===== config.mk =====
export PLATFORM = sky130hd
export DESIGN_NAME = vga_timing_gen
export DESIGN_NICKNAME = d
export VERILOG_FILES = /design/src/rtl/vga_timing_gen.sv
export SDC_FILE = /design/constraint.sdc
export NUM_CORES = 1
export LEC_CHECK = 0
export CAP_MARGIN = 20
export CORE_ASPECT_RATIO = 1.4
export CORE_MARGIN = 2
export CORE_UTILIZATION = 53
export DETAILED_ROUTE_END_ITERATION = 7
export PLACE_DENSITY = 0.78
export SETUP_SLACK_MARGIN = 0.02
export SLEW_MARGIN = 30
export SYNTH_ARGS = -nofsm -noshare
export SYNTH_HDL_FRONTEND = slang
export SYNTH_SLANG_ARGS = --single-unit

===== constraint.sdc =====
create_clock -name vga_clk_in -period 3.5 [get_ports vga_clk_in]
set_input_delay 1.05 -clock vga_clk_in [delete_from_list [all_inputs] [get_ports vga_clk_in]]
set_output_delay 1.05 -clock vga_clk_in [all_outputs]
set_load 0.05 [all_outputs]

===== src/rtl/vga_timing_gen.sv =====
// Parametrised VGA raster timing generator with pixel clock-enable, line/frame strobes and
// blank-zeroed pixel coordinates. Define VGA_TIMING_FRAME_COUNT_EN to add a 16-bit frame counter.
module vga_timing_gen #(
   parameter int H_ACTIVE = 800,
   parameter int H_FP     = 40,
   parameter int H_SYNC   = 128,
   parameter int H_BP     = 88,
   parameter int V_ACTIVE = 600,
   parameter int V_FP     = 1,
   parameter int V_SYNC   = 4,
   parameter int V_BP     = 23,
   parameter bit H_POL    = 1'b1,
   parameter bit V_POL    = 1'b1,
   parameter int X_W      = 11,
   parameter int Y_W      = 10
) (
   input  logic           vga_clk_in,
   input  logic           reset_in,
   input  logic           ce_in,
   output logic           h_sync_out,
   output logic           v_sync_out,
   output logic           display_on_out,
   output logic [X_W-1:0] pixel_x_out,
   output logic [Y_W-1:0] pixel_y_out,
   output logic           line_start_out,
   output logic           frame_start_out
`ifdef VGA_TIMING_FRAME_COUNT_EN
   ,
   output logic [15:0]    frame_count_out
`endif
);

   localparam int H_TOTAL = H_ACTIVE + H_FP + H_SYNC + H_BP;
   localparam int V_TOTAL = V_ACTIVE + V_FP + V_SYNC + V_BP;

   localparam logic [X_W-1:0] H_LAST   = X_W'(H_TOTAL - 1);
   localparam logic [X_W-1:0] H_ACT_C  = X_W'(H_ACTIVE);
   localparam logic [X_W-1:0] HS_START = X_W'(H_ACTIVE + H_FP);
   localparam logic [X_W-1:0] HS_END   = X_W'(H_ACTIVE + H_FP + H_SYNC);
   localparam logic [Y_W-1:0] V_LAST   = Y_W'(V_TOTAL - 1);
   localparam logic [Y_W-1:0] V_ACT_C  = Y_W'(V_ACTIVE);
   localparam logic [Y_W-1:0] VS_START = Y_W'(V_ACTIVE + V_FP);
   localparam logic [Y_W-1:0] VS_END   = Y_W'(V_ACTIVE + V_FP + V_SYNC);

   // Elaboration-time sanity of the timing parameters and counter widths.
   if (H_ACTIVE == 0 || H_FP == 0 || H_SYNC == 0 || H_BP == 0 ||
       V_ACTIVE == 0 || V_FP == 0 || V_SYNC == 0 || V_BP == 0) begin : g_zero_param
      $error("vga_timing_gen: timing parameters must all be non-zero");
   end
   if (longint'(H_TOTAL) > (longint'(1) << X_W)) begin : g_x_too_narrow
      $error("vga_timing_gen: X_W too narrow for H_TOTAL");
   end
   if (longint'(V_TOTAL) > (longint'(1) << Y_W)) begin : g_y_too_narrow
      $error("vga_timing_gen: Y_W too narrow for V_TOTAL");
   end

   logic [X_W-1:0] h_q, h_d, px_q, px_d;
   logic [Y_W-1:0] v_q, v_d, py_q, py_d;
   logic           hs_q, hs_d, vs_q, vs_d, de_q, de_d, ls_q, ls_d, fs_q, fs_d;
   logic           hs_act, vs_act;
`ifdef VGA_TIMING_FRAME_COUNT_EN
   logic [15:0]    fc_q, fc_d;
`endif

   always_comb begin
      h_d = h_q;
      v_d = v_q;
      if (h_q == H_LAST) begin
         h_d = '0;
         v_d = (v_q == V_LAST) ? '0 : v_q + Y_W'(1);
      end else begin
         h_d = h_q + X_W'(1);
      end

      // Outputs decode the current counter state, so they trail the counter by one ce edge.
      de_d   = (h_q < H_ACT_C) && (v_q < V_ACT_C);
      hs_act = (h_q >= HS_START) && (h_q < HS_END);
      vs_act = (v_q >= VS_START) && (v_q < VS_END);
      hs_d   = H_POL ? hs_act : ~hs_act;
      vs_d   = V_POL ? vs_act : ~vs_act;
      px_d   = de_d ? h_q : '0;
      py_d   = de_d ? v_q : '0;
      ls_d   = (h_q == '0);
      fs_d   = ls_d && (v_q == '0);
`ifdef VGA_TIMING_FRAME_COUNT_EN
      fc_d   = fs_d ? fc_q + 16'd1 : fc_q;
`endif
   end

   always_ff @(posedge vga_clk_in) begin
      if (reset_in) begin
         h_q  <= '0;
         v_q  <= '0;
         hs_q <= ~H_POL;
         vs_q <= ~V_POL;
         de_q <= 1'b0;
         px_q <= '0;
         py_q <= '0;
         ls_q <= 1'b0;
         fs_q <= 1'b0;
`ifdef VGA_TIMING_FRAME_COUNT_EN
         fc_q <= '0;
`endif
      end else if (ce_in) begin
         h_q  <= h_d;
         v_q  <= v_d;
         hs_q <= hs_d;
         vs_q <= vs_d;
         de_q <= de_d;
         px_q <= px_d;
         py_q <= py_d;
         ls_q <= ls_d;
         fs_q <= fs_d;
`ifdef VGA_TIMING_FRAME_COUNT_EN
         fc_q <= fc_d;
`endif
      end
   end

   assign h_sync_out      = hs_q;
   assign v_sync_out      = vs_q;
   assign display_on_out  = de_q;
   assign pixel_x_out     = px_q;
   assign pixel_y_out     = py_q;
   assign line_start_out  = ls_q;
   assign frame_start_out = fs_q;
`ifdef VGA_TIMING_FRAME_COUNT_EN
   assign frame_count_out = fc_q;
`endif

endmodule

* After elaboration in Yosys (flattened, before gate mapping) *
Cells that the tools add are included.

word-level totals
  flip-flop bits (word level) = 47
  bits in latches = 0
  bits in writable memories = 0
  bits in read-only memories = 0
  input port bits = 3
  output and inout port bits = 26
  memories = 0

cells by class
  $add $sub $neg = 2
  multiply operators = 0
  div/mod/pow operators = 0
  $lt $le $gt $ge = 6
  equal/unequal tests = 2
  shift-type cells = 0
  mux-type cells = 4
  bitwise logic cells = 0
  reductions and logical operators = 7

operator list
  operator                                                                        count
  11-bit by 10-bit less-than comparator with 1-bit output, second input constant  2
  11-bit 2-to-1 mux                                                               2
  10-bit less-than comparator, second input constant                              2
  10-bit 2-to-1 mux                                                               2
  11-bit by 1-bit adder with 11-bit output, second input constant                 1
  11-bit == test, second input constant                                           1
  11-bit by 10-bit >= comparator with 1-bit output, second input constant         1
  11-bit logical NOT                                                              1
  10-bit by 1-bit adder with 10-bit output, second input constant                 1
  10-bit == test, second input constant                                           1
  10-bit >= comparator, second input constant                                     1
  10-bit logical NOT                                                              1
  1-bit logical AND                                                               4
  2-bit AND reduction                                                             1

* Logic depth before layout (Yosys ltp) *
Gate-level depths: netlist of the first run.

  depth in word-level cells = 3
  depth in mapped cells = 7

* Worst setup path after synthesis of the first run *
Ideal clock, no wire load.

  kind = input port to flip-flop
  from = input ce_in
  to = register py_q[0] (netlist: pixel_y_out[0])
  library setup time = 60 ps
  arrival = 2692 ps
  data required time = 3440 ps
  slack = 748 ps
  stages = 5
  cell sequence = buf_2 or3b_2 a221oi_1 clkbuf_1 a22o_1

RTL lines
  what                  line  text
  from (decl)           19    input logic ce_in,
  to (signal assigned)  111   py_q <= py_d;
  to (decl)             58    logic [Y_W-1:0] v_q, v_d, py_q, py_d;

* Worst setup path in the final report of the first run *
  from = input ce_in
  to = register v_q[9]

between the ends
  word-level cells in the longest chain between the ends = 1

RTL lines
  what                           line  text
  2-bit AND reduction (no line)  n/a
  to (signal assigned)           106   v_q <= v_d;
  to (decl)                      58

Every way passes these cells.
A chain may end at the register's enable or synchronous reset.

==> results of run 1 <==
[state kept, by name, summed over array words and instances (netlist names)]
register	flops
display_on_out	1
v_q	10
v_sync_out	1
pixel_y_out	10
line_start_out	1
h_q	11
pixel_x_out	11
frame_start_out	1
h_sync_out	1
[how the worst min path moves through the flow]
stage | startpoint | end | cells past startpoint
6_report | line_start_out | line_start_out | 2
5_1_grt | pixel_x_out[10] | pixel_x_out[10] | 1
4_1_cts | line_start_out | line_start_out | 2
3_5_place_dp | display_on_out | display_on_out | 1
3_3_place_gp | line_start_out | line_start_out | 2
2_1_floorplan | v_q[8] | v_q[8] | 2
[kinds of logic (layout without fill, tap and decap cells)]
family | count (synthesis) | in the layout | share of synthesized area
simple gates | 78 | 78 | 0.213
fa+ha+maj | 5 | 5 | 0.0308
mux | 3 | 3 | 0.0148
xor+xnor | 12 | 12 | 0.0518
buf+inv | 24 | 50 | 0.0561
flops | 47 | 47 | 0.463
compound gates | 47 | 47 | 0.170
[cell usage after synthesis (4+ instances only)]
cell / n / area [µm²]
dfxtp_1: 47 / 941
nor2_1: 17 / 63.8
a22o_1: 15 / 131
nand2_1: 14 / 52.6
clkbuf_1: 13 / 48.8
a21oi_1: 9 / 45.0
nand3_1: 8 / 40.0
o21ai_0: 8 / 40.0
inv_1: 7 / 26.3
xnor2_1: 7 / 61.3
nand4_1: 6 / 37.5
a32o_1: 5 / 50.1
ha_1: 5 / 62.6
o31ai_1: 5 / 37.5
or3_1: 5 / 31.3
xor2_1: 5 / 43.8
nor4_1: 4 / 25.0
[final cells by class]
class / instances / area, µm²
tap: 42 / 52.6
clock inverter: 1 / 5.00
multi-input combinational: 145 / 976
inverter: 7 / 26.3
timing repair buffer: 36 / 340
clock buffer: 6 / 82.6
fill: 300 / 1250
sequential: 47 / 941
[routing by layer]
layer,routed length [µm],share of wire
met5,0,0
met4,86,0.020
met3,151,0.035
met2,2220,0.52
met1,1840,0.43
[per-stage QoR]
stage / utilization / hold WS [ns] / setup WS (ns) / power, mW / area (µm²)
final: 0.659 / 0.448 / 0.889 / 0.936 / 2420
after CTS: 0.659 / 0.455 / 0.899 / 0.941 / 2420
after floorplan: - / 0.489 / 0.748 / 0.600 / 2030
after global routing: 0.659 / 0.476 / 0.840 / 0.965 / 2420
after global placement: 0.635 / 0.432 / 0.616 / 0.623 / 2340
after detailed placement: 0.635 / 0.441 / 0.595 / 0.624 / 2340
[power groups by stage]
stage	Combinational, mW	Sequential (mW)	Clock (mW)
2_1_floorplan	0.0257	0.574	0
3_3_place_gp	0.0640	0.559	0
3_5_place_dp	0.0647	0.560	0
4_1_cts	0.0649	0.547	0.329
5_1_grt	0.0695	0.548	0.348
6_report	0.0645	0.547	0.324
[worst max-delay path, stage by stage]
cell and delay [ns]:
clkdlybuf4s50_1 0.48, nand4_1 0.20, or3_4 0.45, or4_1 0.51, a21oi_1 0.15
==> results.ini, run 1 <==
[route]
dr_total_vias = 1664
routed_wl_mm = 4.31
vias_per_cell = 5.86
ant_nets = 0
wire_per_inst_um = 15.2
drt_iter0_drc = 63
dr.pass1.iters = 4
drcViolationCount = 0

[die]
start_util = 0.552
die_w_um = 56.3
ios = 29
die_h_um = 77.2
coreArea_um2 = 3680
num_rows = 26
dieArea_um2 = 4350

[power_and_ir_drop]
pwr-share-clk = 0.347
seqPwrFrac = 0.584
cellPowerDensity_nw_per_um2 = 386
p_leak_nw = 0.890
power.switching_mw = 0.216
peakVddDrop_v = 0.000362
p_sw_frac = 0.230
internal_power_mw = 0.720
power_frac_comb = 0.069

[timing]
finalSetupViolations = 0
clock_skew_ns = 0.00536
hold_viol = 0
fin_crit_ns = 2.61
drv_slew = 0
fmax_ghz = 0.383
slew_headroom = 0.643
tightest_slew_ns = 0.534
rsz0062_at_grt = no
min_period_over_period = 0.746
finalSetupTns_ns = 0

[synth]
ys.warnings.count = 0
synthDistinctLibCells = 38
synth_fp_nets = 224
synth_flop_cell = dfxtp_1
ys_ff_latch = 47
async_flop_share = 0
syn_avg_cell_area_um2 = 9.40
netlist_area_um2 = 2030
synth-edff-count = 0
netlist_instances = 216
ys_seq_area_frac = 0.463

[clock_tree]
tritoncts = yes
cts_buffer_depth = 2
numCtsBuffers = 5
cts_max_level = 2
clock-sinks = 47
post_cts_buffers = 0
clk_pin_slew_ns = 0.08
clk_latency_ns = 0.30
hold_buffers = 0
clockRootBuffer = clkbuf_8
postCtsResizedCells = 0

[worst_setup_path]
cp-endpoint = v_q[9]
start_kind = primary input
crit_arrival_ns = 2.84
r2r-start = h_q[6]
crit_fanout = 10
regToRegEndpoint = v_q[9]
required_ns = 3.73
reg2reg_depth = 4
worst-setup-path-type = in2reg
r2r_setup_slack_ns = 1.33
end_kind = flop
cp-startpoint = ce_in

[final_layout]
layout.nets = 250
final_cells = 284
diodes = 0
area_growth_pct = 19.3
mostFrequentLayoutCell = dfxtp_1
final_cell_mix = dfxtp_1 (47), clkdlybuf4s50_1 (28), nor2_1 (17)
layout-drive-gt1-share = 0.0744

[global_routing]
grt_max_degree = 17
met2_usage = 0.367
grt_pass1_vias = 1542
track_usage = 0.210
grt_first_pass_wirelength_mm = 7.34
overflow = 0
busiest_layer = met2
grt_util_met1 = 0.252
antenna_found_initial = 0
use_met3 = 0.0405

[job]
cap_violations = 0

[placement]
dp_cells = 277
gp_congestion = 0.879
placement.io_buffers = 28
dp_hpwl_mm = 3.14

[outcome]
outcome = finished clean

[worst_hold_path]
hold_class = reg2reg

Note: power is estimated with default switching activity, not from simulation.
==> run 2: changes to the inputs <==
--- a/config.mk
+++ b/config.mk
@@ -8,9 +8,9 @@
 export CAP_MARGIN = 20
 export CORE_ASPECT_RATIO = 1.4
 export CORE_MARGIN = 2
-export CORE_UTILIZATION = 53
+export CORE_UTILIZATION = 48
 export DETAILED_ROUTE_END_ITERATION = 7
-export PLACE_DENSITY = 0.78
+export PLACE_DENSITY = 0.74
 export SETUP_SLACK_MARGIN = 0.02
 export SLEW_MARGIN = 30
 export SYNTH_ARGS = -nofsm -noshare
==> constraint.sdc (replaced) <==
create_clock -name vga_clk_in -period 2.35 [get_ports vga_clk_in]
set_input_delay 0.705 -clock vga_clk_in [delete_from_list [all_inputs] [get_ports vga_clk_in]]
set_output_delay 0.705 -clock vga_clk_in [all_outputs]
set_load 0.05 [all_outputs]
==> run 2 against run 1 <==
Net effect: the flow now finishes with violations (design-rule violations); sequential cell count unchanged; first-iteration DRC count down 22%; largest power group unchanged; utilization down 4.6 points.
==> results.ini, run 2 (synthesis results as in run 1) <==
[timing]
fin_crit_ns = 2.19
worst_slack_ns = 0.159
slew_headroom = 0.666
tightest_slew_ns = 0.500
hold_viol = 0
drv_slew = 0
rsz0062_at_grt = no
fmax_ghz = 0.457
finalSetupViolations = 0
clock_skew_ns = 0.00514
min_period_over_period = 0.932

[final_layout]
postLayoutCellArea_um2 = 2540
final_cell_mix = dfxtp_1 (47), clkdlybuf4s50_1 (28), buf_4 (20)
mostFrequentLayoutCell = dfxtp_1
fill_cells = 373
area_growth_pct = 24.9
final_cells = 300
layout-drive-gt1-share = 0.122
diodes = 0
final_util = 0.613
multi_input_area_um2 = 982
register_area_um2 = 941
layout.nets = 262

[worst_hold_path]
hold_class = reg2reg

[route]
ant_nets = 0
drcViolationCount = 3
vias_per_cell = 5.85
drt_iter0_drc = 49
dr_total_vias = 1756
wire_per_inst_um = 15.1
dr.pass1.iters = 6
routed_wl_mm = 4.54

[power_and_ir_drop]
fin_total_pwr_mw = 1.44
cellPowerDensity_nw_per_um2 = 569
p_leak_nw = 0.958
peakVddDrop_v = 0.000444

[placement]
placement.io_buffers = 28
gp_congestion = 0.833
postPlaceCellArea_um2 = 2440
place_ws_ns = -0.146
dp_hpwl_mm = 3.24
dp_cells = 292

[clock_tree]
numCtsBuffers = 5
clk_pin_slew_ns = 0.08
clk_latency_ns = 0.30
clock-sinks = 47
cts_max_level = 2
cts_buffer_depth = 2
hold_buffers = 0
postCtsResizedCells = 0
tritoncts = yes
clockRootBuffer = clkbuf_8
post_cts_buffers = 0

[outcome]
outcome = finished with violations
violations = design-rule violations

[worst_setup_path]
crit_fanout = 5
worst-setup-path-type = in2reg
start_kind = primary input
required_ns = 2.59
crit_arrival_ns = 2.43
end_kind = flop

[global_routing]
grt_max_degree = 14
overflow = 0
grt_first_pass_wirelength_mm = 7.32
grt_pass1_vias = 1565
antenna_found_initial = 0
track_usage = 0.205

[die]
die_h_um = 81.0
ios = 29
die_w_um = 59.0
start_util = 0.491
dieArea_um2 = 4770
coreArea_um2 = 4130
num_rows = 28

[job]
cap_violations = 0

-- run 2: layer usage --
metal / track usage / vias up / wire length [µm]
met3: 0.0462 / 14 / 184
met1: 0.227 / 835 / 1930
met2: 0.343 / 47 / 2260
met4: 0.134 / 0 / 165
li1: - / 860 / -
met5: 0 / - / 0
-- run 2: power by group --
part | internal, mW | switching [mW]
Clock | 0.268 | 0.256
Combinational | 0.0401 | 0.0634
Sequential | 0.806 | 0.00827
-- run 2: cell type report --
| cell class | instances | share of cell area |
|---|---|---|
| well taps | 45 | 0.0222 |
| flip-flops and latches | 47 | 0.371 |
| clock buffers | 8 | 0.0395 |
| multi-input cells | 145 | 0.387 |
| repair buffers | 48 | 0.170 |
| inverters | 7 | 0.0104 |
-- run 2: worst max-delay path, cell delays in order --
cell	delay, ns
clkdlybuf4s50_1	0.49
nand4_1	0.16
or3_4	0.39
or4_1	0.52
a21oi_1	0.16
-- run 2: metrics by stage --
step	hold WS (ns)	setup TNS [ns]
after floorplan	0.489	0
after global placement	0.438	-1.53
after detailed placement	0.439	-2.27
after CTS	0.451	0
after global routing	0.480	0
final	0.445	0
-- run 2: worst paths after layout --
kind	from	to	slack (ns)	depth (start not counted)
setup reg to reg	h_q[7]	v_q[9]	0.22	4
setup / recovery	ce_in	v_q[9]	0.16	5
hold / removal	line_start_out	line_start_out	0.44	2
hold reg to reg	line_start_out	line_start_out	0.44	2
==> run 3: changes to the inputs <==
--- a/config.mk
+++ b/config.mk
@@ -9,6 +9,7 @@
 export CORE_ASPECT_RATIO = 1.4
 export CORE_MARGIN = 2
 export CORE_UTILIZATION = 48
+export CTS_CLUSTER_SIZE = 28
 export DETAILED_ROUTE_END_ITERATION = 7
 export PLACE_DENSITY = 0.74
 export SETUP_SLACK_MARGIN = 0.02
==> results of run 3 <==
The final DEF is identical to that of run 2; final timing and power are the same.
